<file path="config.mk">
export PLATFORM = sky130hd
export DESIGN_NAME = uart_tx_core_flat
export DESIGN_NICKNAME = d
export VERILOG_FILES = /design/src/rtl/uart_tx_if.sv /design/src/rtl/uart_tx_core.sv /design/src/flat_wrapper.sv
export SDC_FILE = /design/constraint.sdc
export NUM_CORES = 1
export LEC_CHECK = 0
export CORE_MARGIN = 3
export CORE_UTILIZATION = 25
export DETAILED_ROUTE_END_ITERATION = 10
export GPL_ROUTABILITY_DRIVEN = 0
export GPL_TIMING_DRIVEN = 0
export PLACE_DENSITY = 0.38
export SLEW_MARGIN = 20
export SYNTH_ARGS = -nofsm -noshare
export SYNTH_HDL_FRONTEND = slang
export SYNTH_SLANG_ARGS = --single-unit
</file>
<file path="constraint.sdc">
create_clock -name CLK -period 8.3 [get_ports CLK]
set_input_delay 2.49 -clock CLK [delete_from_list [all_inputs] [get_ports CLK]]
set_output_delay 2.49 -clock CLK [all_outputs]
set_load 0.01 [all_outputs]
</file>
<file path="src/rtl/uart_tx_if.sv">
// uart_tx_if: host-side bundle of the transmitter (FIFO write, line control, 16x strobe, status and line).
interface uart_tx_if #(
    parameter int FIFO_DEPTH = 16
);
    logic [7:0] lcr;
    logic tf_push;
    logic [7:0] wb_dat_i;
    logic enable;
    logic tx_reset;
    logic lsr_mask;
    logic stx_pad_o;
    logic [2:0] tstate;
    logic [$clog2(FIFO_DEPTH):0] tf_count;
    modport master (
        output lcr, tf_push, wb_dat_i, enable, tx_reset, lsr_mask,
        input stx_pad_o, tstate, tf_count
    );
    modport slave (
        input lcr, tf_push, wb_dat_i, enable, tx_reset, lsr_mask,
        output stx_pad_o, tstate, tf_count
    );
endinterface

</file>
<file path="src/rtl/uart_tx_core.sv">
// uart_tx_core: 16550-style serial transmitter with an internal transmit FIFO.
// Frames are timed by a 16x baud enable strobe and formatted from an LCR-style byte.
module uart_tx_core #(
    parameter int FIFO_DEPTH = 16
) (
    input logic CLK,
    input logic RST,
    uart_tx_if.slave bus
);
    localparam int AW = $clog2(FIFO_DEPTH);
    typedef enum logic [2:0] {
        IDLE = 3'd0, START = 3'd1, DATA = 3'd2, PARITY = 3'd3, STOP = 3'd4, POP = 3'd5
    } state_t;
    state_t state;
    logic [7:0] mem [FIFO_DEPTH];
    logic [AW-1:0] wr_ptr, rd_ptr;
    logic [AW:0] count;
    logic [7:0] shift, head;
    logic [2:0] bit_cnt;
    logic [4:0] tick_cnt, last_tick;
    logic [2:0] fmt;  // {stick, even, two_stop}, refreshed only at bit-period boundaries
    logic parity_xor, short_word, overrun, line, par_bit, push, pop, full, wrap, unused;
    assign full = count == (AW+1)'(FIFO_DEPTH);
    assign push = bus.tf_push && !full;
    assign pop = bus.enable && state == POP && count != '0;
    assign head = mem[rd_ptr];
    assign last_tick = (state == STOP && fmt[0]) ? (short_word ? 5'd23 : 5'd31) : 5'd15;
    assign wrap = tick_cnt == last_tick;
    assign par_bit = fmt[2] ? ~fmt[1] : ~(parity_xor ^ fmt[1]);
    assign unused = bus.lcr[7];
    assign bus.tstate = state;
    assign bus.tf_count = count;
    always_comb line = state == START ? 1'b0 : state == DATA ? shift[0] : state == PARITY ? par_bit : 1'b1;
    always_ff @(posedge CLK) if (push && !bus.tx_reset) mem[wr_ptr] <= bus.wb_dat_i;
    always_ff @(posedge CLK or posedge RST) begin
        if (RST) begin
            wr_ptr <= '0;
            rd_ptr <= '0;
            count <= '0;
        end else if (bus.tx_reset) begin
            wr_ptr <= '0;
            rd_ptr <= '0;
            count <= '0;
        end else begin
            if (push) wr_ptr <= wr_ptr == AW'(FIFO_DEPTH - 1) ? '0 : wr_ptr + 1'b1;
            if (pop) rd_ptr <= rd_ptr == AW'(FIFO_DEPTH - 1) ? '0 : rd_ptr + 1'b1;
            count <= count + (AW+1)'(push) - (AW+1)'(pop);
        end
    end
    always_ff @(posedge CLK or posedge RST) begin
        if (RST) overrun <= 1'b0;
        else if (bus.lsr_mask) overrun <= 1'b0;
        else if (bus.tf_push && full) overrun <= 1'b1;
    end
    always_ff @(posedge CLK or posedge RST) begin
        if (RST) begin
            state <= IDLE;
            shift <= '0;
            bit_cnt <= '0;
            tick_cnt <= '0;
            fmt <= '0;
            parity_xor <= 1'b0;
            short_word <= 1'b0;
        end else if (bus.enable) begin
            tick_cnt <= (state inside {START, DATA, PARITY, STOP} && !wrap) ? tick_cnt + 1'b1 : '0;
            if (wrap || state == POP) fmt <= {bus.lcr[5:4], bus.lcr[2]};
            case (state)
                IDLE: if (count != '0) state <= POP;
                POP: begin
                    if (count != '0) begin
                        shift <= head;
                        bit_cnt <= {1'b1, bus.lcr[1:0]};
                        parity_xor <= ^(head & (8'hff >> (2'd3 - bus.lcr[1:0])));
                        short_word <= bus.lcr[1:0] == 2'd0;
                        state <= START;
                    end else state <= IDLE;
                end
                START: if (wrap) state <= DATA;
                DATA: begin
                    if (wrap) begin
                        shift <= shift >> 1;
                        bit_cnt <= bit_cnt - 1'b1;
                        if (bit_cnt == '0) state <= bus.lcr[3] ? PARITY : STOP;
                    end
                end
                PARITY: if (wrap) state <= STOP;
                STOP: if (wrap) state <= IDLE;
                default: state <= IDLE;
            endcase
        end
    end
    always_ff @(posedge CLK or posedge RST) begin
        if (RST) bus.stx_pad_o <= 1'b1;
        else bus.stx_pad_o <= bus.lcr[6] ? 1'b0 : line;
    end
endmodule

</file>
<file path="src/flat_wrapper.sv">
// flat-port wrapper written by rule: the top's interface ports become plain ports
module uart_tx_core_flat 
#(
    parameter int FIFO_DEPTH = 16
)
  (CLK, RST, bus_lcr, bus_tf_push, bus_wb_dat_i, bus_enable, bus_tx_reset, bus_lsr_mask, bus_stx_pad_o, bus_tstate, bus_tf_count);
  uart_tx_if #(.FIFO_DEPTH(FIFO_DEPTH)) bus_i ();
  input logic CLK;
  input logic RST;
  input wire logic [$bits(bus_i.lcr)-1:0] bus_lcr;
  input wire logic [$bits(bus_i.tf_push)-1:0] bus_tf_push;
  input wire logic [$bits(bus_i.wb_dat_i)-1:0] bus_wb_dat_i;
  input wire logic [$bits(bus_i.enable)-1:0] bus_enable;
  input wire logic [$bits(bus_i.tx_reset)-1:0] bus_tx_reset;
  input wire logic [$bits(bus_i.lsr_mask)-1:0] bus_lsr_mask;
  output wire logic [$bits(bus_i.stx_pad_o)-1:0] bus_stx_pad_o;
  output wire logic [$bits(bus_i.tstate)-1:0] bus_tstate;
  output wire logic [$bits(bus_i.tf_count)-1:0] bus_tf_count;
  assign bus_i.lcr = bus_lcr;
  assign bus_i.tf_push = bus_tf_push;
  assign bus_i.wb_dat_i = bus_wb_dat_i;
  assign bus_i.enable = bus_enable;
  assign bus_i.tx_reset = bus_tx_reset;
  assign bus_i.lsr_mask = bus_lsr_mask;
  assign bus_stx_pad_o = bus_i.stx_pad_o;
  assign bus_tstate = bus_i.tstate;
  assign bus_tf_count = bus_i.tf_count;
  uart_tx_core #(.FIFO_DEPTH(FIFO_DEPTH)) u_core (.CLK(CLK), .RST(RST), .bus(bus_i));
endmodule
</file>
; Yosys cells after proc, flatten, opt, wreduce, memory -nomap -nowiden
; Memory sizes are Yosys's and may differ from the RTL's.
; Cells that the tools add are included.
[op_classes]
n_addsub = 7
n_mux = 32
n_bitwise = 4
shift = 1
n_reduce_logical = 23
eq_ne = 16
[op_table]
columns = op, count
row1 = two-way mux 4 bit, 7
row2 = two-way mux 3 bit, 9
row3 = one-hot mux 3 bit (6 select lines), 1
row4 = two-way mux 8 bit, 2
row5 = one-hot mux 8 bit (2 select lines), 1
row6 = two-way mux 5 bit, 3
row7 = "!= test 2 x 1 -> 1 bit, second input constant", 5
row8 = "adder 4 x 1 -> 4 bit, second input constant", 2
row9 = bitwise AND 8 bit, 1
row10 = "equality test 4 bit, second input constant", 2
row11 = two-way mux 1 bit, 8
row12 = XOR reduction 8 bit, 1
row13 = ">> shifter 8 x 2 -> 8 bit, first input constant", 1
row14 = AND reduction 7 bit, 1
row15 = "equality test 3 x 2 -> 1 bit, second input constant", 2
row16 = "equality test 3 bit, second input constant", 2
row17 = logical AND 1 bit, 6
row18 = logical NOT 3 bit, 2
row19 = one-hot mux 3 bit (2 select lines), 1
row20 = nonzero test 2 bit, 3
row21 = adder 5 x 1 -> 5 bit, 1
row22 = "adder 5 x 1 -> 5 bit, second input constant", 1
row23 = equality test 5 bit, 1
row24 = "equality test 5 bit, second input constant", 1
row25 = other kinds (15), 19
[totals]
ram_bits = 128
reg_bits = 38
out_inout_bits = 9
memories = 1
[mem_list]
columns = name, depth, word_bits, rd, rd_ports_with_merged_regs, wr, line
row1 = u_core.mem, 16, 8, 1, 0, 1, uart_tx_core.sv:15  ; logic [7:0] mem [FIFO_DEPTH];

; Logic depth before layout (Yosys ltp)
[depth]
word_depth = 7
depth_mapped = 15
mapped_depth_nobuf = 15

; Worst setup path before layout
; Ideal clock, no wire load.
[synth_path]
kind = input to register
startpoint = input port bus_enable
endpoint = register u_core.count[4] (netlist: u_core.bus.tf_count[4])
setup_ns = 0.136
arrival_ns = 4.655
cell_stages = 13
setup_slack_ns = 3.509
n_path_buf = 1
path_cell_list = clkbuf_1 inv_1 nor3_2 ha_1 inv_1 ha_1 inv_1 fa_1 inv_1 a21oi_1 nor2_1 or3_1 a21oi_1
[synth_between]
elab_chain_len = 4
[synth_lines]
columns = item, line
row1 = from (decl), flat_wrapper.sv:13  ; input wire logic [$bits(bus_i.enable)-1:0] bus_enable;
row2 = logical AND 1 bit (2 in series), uart_tx_core.sv:25  ; assign pop = bus.enable && state == POP && count != '0;
row3 = subtractor 5 x 1 -> 5 bit, uart_tx_core.sv:47  ; count <= count + (AW+1)'(push) - (AW+1)'(pop);
row4 = two-way mux 5 bit, uart_tx_core.sv:40  ; end else if (bus.tx_reset) begin
row5 = to (signal assigned), uart_tx_core.sv:47
row6 = to (decl), uart_tx_core.sv:17  ; logic [AW:0] count;
; Every way passes these cells.
; A chain may end at the register's enable or synchronous reset.

; Final worst setup path
; Same ends and word-level chain as after synthesis.

==> results.sh <==
export IMPL_p_per_area_nw_per_um2=262
export IMPL_diodes=0
export IMPL_layout_drive_gt1_share_pct=16.8
export IMPL_worst_skew_pair_late_latency_ns=0.44
export IMPL_final_setup_viol_count=0
export IMPL_peakVddDrop_mv=0.132
export IMPL_worstMarginPinSlew_ns=1.08
export IMPL_cp_slowest_cell="nor3_2"
export IMPL_cp_arrival_ns=5.32
export IMPL_reg2reg_setup_slack_ns=4.89
export IMPL_critical_path_endpoint_type="register"
export IMPL_busiest_layer="met2"
export IMPL_n_fill_cell=2761
export IMPL_design_power_total_mw=2.28
export IMPL_rr_worst_depth=15
export IMPL_rr_startpoint="u_core.bus.tf_count[2]"
export IMPL_initial_utilization_pct=25.7
export IMPL_ys_warn_count=0
export IMPL_post_cts_buffers=0
export IMPL_cts_root_buffer="clkbuf_16"
export IMPL_place_area_um2=8060
export IMPL_hold_class="register to register"
export IMPL_multi_input_comb_area_um2=2220
export IMPL_finalCritPeriodShare_pct=60.7
export IMPL_antenna_found_initial=0
export IMPL_use_met2_pct=18.4
export IMPL_cts_buffer_depth=2
export IMPL_hold_viol=0
export IMPL_synth_area_um2=7240
export IMPL_drt_iter0_markers=323
export IMPL_crit_top_cell="inv_1"
export IMPL_nets=555
export IMPL_ant_nets=0
export IMPL_grt_pass1_wl_um=26200
export IMPL_fin_setup_tns_ns=0
export IMPL_die_area_um2=31000
export IMPL_synth_edf_count=128
export IMPL_grt_util_met1_pct=15.7
export IMPL_r2r_end="u_core.bus.tf_count[4]"
export IMPL_clkTransAtPathRegs_ns=0.08
export IMPL_cellLeakagePower_nw=3.02
export IMPL_power_frac_clock_pct=36.2
export IMPL_maxCapViolCount=0
export IMPL_startpoint="bus_enable"
export IMPL_port_buffers=27
export IMPL_grt_pass1_vias=4198
export IMPL_synth_nets=504
export IMPL_p_sw_share_pct=30.2
export IMPL_area_growth_pct=20.2
export IMPL_drc_errors=0
export IMPL_ios=31
export IMPL_core_area_um2=28200
export IMPL_start_kind="input port"
export IMPL_stdcell_area_um2=8700
export IMPL_synthDistinctLibCells=55
export IMPL_timing_slew_headroom_pct=27.8
export IMPL_crit_fanout=9
export IMPL_drtPass1Iterations=6
export IMPL_status="finished, final reports clean"
export IMPL_ys_ff_latch=166
export IMPL_final_min_clock_period_ns=5.04
export IMPL_cts_tree="yes"
export IMPL_maxSlewViolCount=0
export IMPL_cts_resized=0
export IMPL_required_ns=8.59
export IMPL_rows=61
export IMPL_htree_levels=4
export IMPL_async_flop_share_pct=22.9
export IMPL_p_switching_mw=0.688
export IMPL_drt_wl_total_um=17000
export IMPL_drt_wirelength_per_cell_um=18.7
export IMPL_avgSynthCellArea_um2=15.5
export IMPL_gr_usage_met3_pct=2.49
export IMPL_overflow=0
export IMPL_synth_cells=467
export IMPL_cts_sinks=166
export IMPL_cts_buffers_inserted=17
export IMPL_seqPwrFrac_pct=44.4
export IMPL_via_count=4025
export IMPL_rsz0062_at_grt="false"
export IMPL_fmax_mhz=199
export IMPL_hold_buffers=0
export IMPL_synth_seq_area_share_pct=66.2
export IMPL_path_class="input port to register"
export IMPL_path_cells="clkbuf_1 > inv_1 > nor3_2 > ha_1 > inv_1 > ha_1 > inv_1 > fa_1 > inv_1 > a21oi_1 > nor2_1 > or3_1 > a21oi_1"
export IMPL_track_usage_pct=11.5
export IMPL_vias_per_cell=4.43
export IMPL_hpwl_um=11500
export IMPL_yosys_most_used_dff="edfxtp_1"
export IMPL_p_int_mw=1.59
export IMPL_fin_skew_ns=0.0142
export IMPL_crit_end="u_core.bus.tf_count[4]"
export IMPL_power_frac_comb_pct=19.4
export IMPL_die_y_um=176
export IMPL_holdWs_ns=0.486
export IMPL_die_x_um=176
export IMPL_critical_path_max_stage_delay_ns=0.76
export IMPL_grt_max_degree=26
export IMPL_register_area_um2=4800
## power groups by stage
stage	Clock, mW	Sequential [mW]	Combinational (mW)
2_1_floorplan	0	1.03	0.305
3_3_place_gp	0	1.03	0.439
3_5_place_dp	0	1.03	0.450
4_1_cts	0.847	1.01	0.453
5_1_grt	0.878	1.02	0.503
6_report	0.825	1.01	0.444
## layout by cell type, fill, tap and decap left out, drive strengths merged, types with 2 or more instances in the layout
| cell type | n |
|---|---|
| a21o | 3 |
| a21oi | 17 |
| a221oi | 3 |
| a22oi | 14 |
| a311oi | 3 |
| a31oi | 4 |
| buf | 19 |
| clkbuf | 24 |
| clkdlybuf4s50 | 27 |
| clkinv | 10 |
| dfrtp | 37 |
| edfxtp | 128 |
| ha | 14 |
| inv | 27 |
| mux2 | 6 |
| mux2i | 15 |
| mux4 | 28 |
| nand2 | 40 |
| nand2b | 5 |
| nand3 | 2 |
| nand4b | 2 |
| nor2 | 33 |
| nor2b | 7 |
| nor3 | 8 |
| o21ai | 19 |
| o31ai | 4 |
| o41ai | 2 |
| or3 | 3 |
| xnor2 | 7 |
| xor2 | 4 |
## metal layers
| layer | up-vias | share of wire, % |
|---|---|---|
| met1 | 2051 | 47 |
| met4 | 0 | 1.4 |
| met5 | - | 0 |
| met2 | 70 | 48 |
| li1 | 1889 | - |
| met3 | 15 | 3.4 |
## how the worst min path moves through the flow
stage | startpoint | endpoint | slack (ns) | depth (start not counted)
after floorplan | u_core.shift[7] | u_core.shift[7] | 0.44 | 2
after global placement | u_core.shift[6] | u_core.shift[6] | 0.46 | 2
after global routing | u_core.shift[3] | u_core.shift[3] | 0.51 | 2
after CTS | u_core.shift[3] | u_core.shift[3] | 0.49 | 2
final | u_core.shift[3] | u_core.shift[3] | 0.49 | 2
after detailed placement | u_core.shift[3] | u_core.shift[3] | 0.47 | 2
## cell usage after synthesis (2+ instances only)
| cell type | n | share of area (%) |
|---|---|---|
| edfxtp_1 | 128 | 53 |
| nand2_1 | 40 | 2.1 |
| dfrtp_1 | 37 | 13 |
| nor2_1 | 33 | 1.7 |
| inv_1 | 22 | 1.1 |
| mux4_2 | 18 | 5.6 |
| o21ai_0 | 18 | 1.2 |
| a21oi_1 | 17 | 1.2 |
| mux2i_1 | 15 | 2.1 |
| ha_1 | 14 | 2.4 |
| a22oi_1 | 13 | 1.3 |
| mux4_1 | 10 | 3.6 |
| clkbuf_1 | 7 | 0.36 |
| nor2b_1 | 7 | 0.60 |
| nor3_1 | 7 | 0.48 |
| xnor2_1 | 6 | 0.73 |
| buf_2 | 5 | 0.35 |
| mux2_2 | 5 | 0.78 |
| nand2b_1 | 5 | 0.43 |
| a31oi_1 | 4 | 0.35 |
| o31ai_1 | 4 | 0.41 |
| xor2_1 | 4 | 0.48 |
| a21o_1 | 3 | 0.31 |
| a221oi_1 | 3 | 0.36 |
| a311oi_1 | 3 | 0.36 |
| or3_1 | 3 | 0.26 |
| buf_12 | 2 | 0.55 |
| buf_4 | 2 | 0.21 |
| buf_6 | 2 | 0.31 |
| buf_8 | 2 | 0.41 |
| nand3_1 | 2 | 0.14 |
| nand4b_1 | 2 | 0.24 |
| o41ai_1 | 2 | 0.24 |
## per-stage QoR
stage               cells  worst slack [ns]  utilization, %
CTS                   909              3.24            30.9
global route          909              2.99            30.9
detailed placement    877              2.79            28.6
global placement      872              2.84            28.3
finish                909              3.26            30.9
floorplan             467              3.51               -
## logic make-up after synthesis
logic type / count (synthesis) / share of synthesized area (%)
compound gates: 74 / 6.69
mux: 49 / 12.3
flops: 166 / 66.2
buf+inv: 43 / 3.39
xor+xnor: 12 / 1.75
simple gates: 108 / 6.95
fa+ha+maj: 15 / 2.70
## registers in the layout, indices dropped and copies added, names as in the netlist
signal,count
u_core.bit_cnt,3
u_core.bus.stx_pad_o,1
u_core.bus.tf_count,5
u_core.bus.tstate,3
u_core.fmt,3
u_core.mem,128
u_core.parity_xor,1
u_core.rd_ptr,4
u_core.shift,8
u_core.short_word,1
u_core.tick_cnt,5
u_core.wr_ptr,4
## cell type report
class                      instances  share of cell area, %
multi-input combinational        258                   25.5
clock buffer                      17                   4.89
inverter                          22                  0.949
sequential                       166                   55.1
clock inverter                    15                   2.52
buffer                            21                   1.87
tap                              378                   5.43
timing repair buffer              32                   3.68
## worst max-delay path: cells and delay by family
kind	cells	cell delay [ns]
AO/OA/AOI/OAI	2	0.12
adder cells (fa/ha/maj)	3	0.94
buffers and inverters	5	0.72
AND/OR/NAND/NOR	3	1.05
No activity file was read; power rests on OpenSTA's default activity.
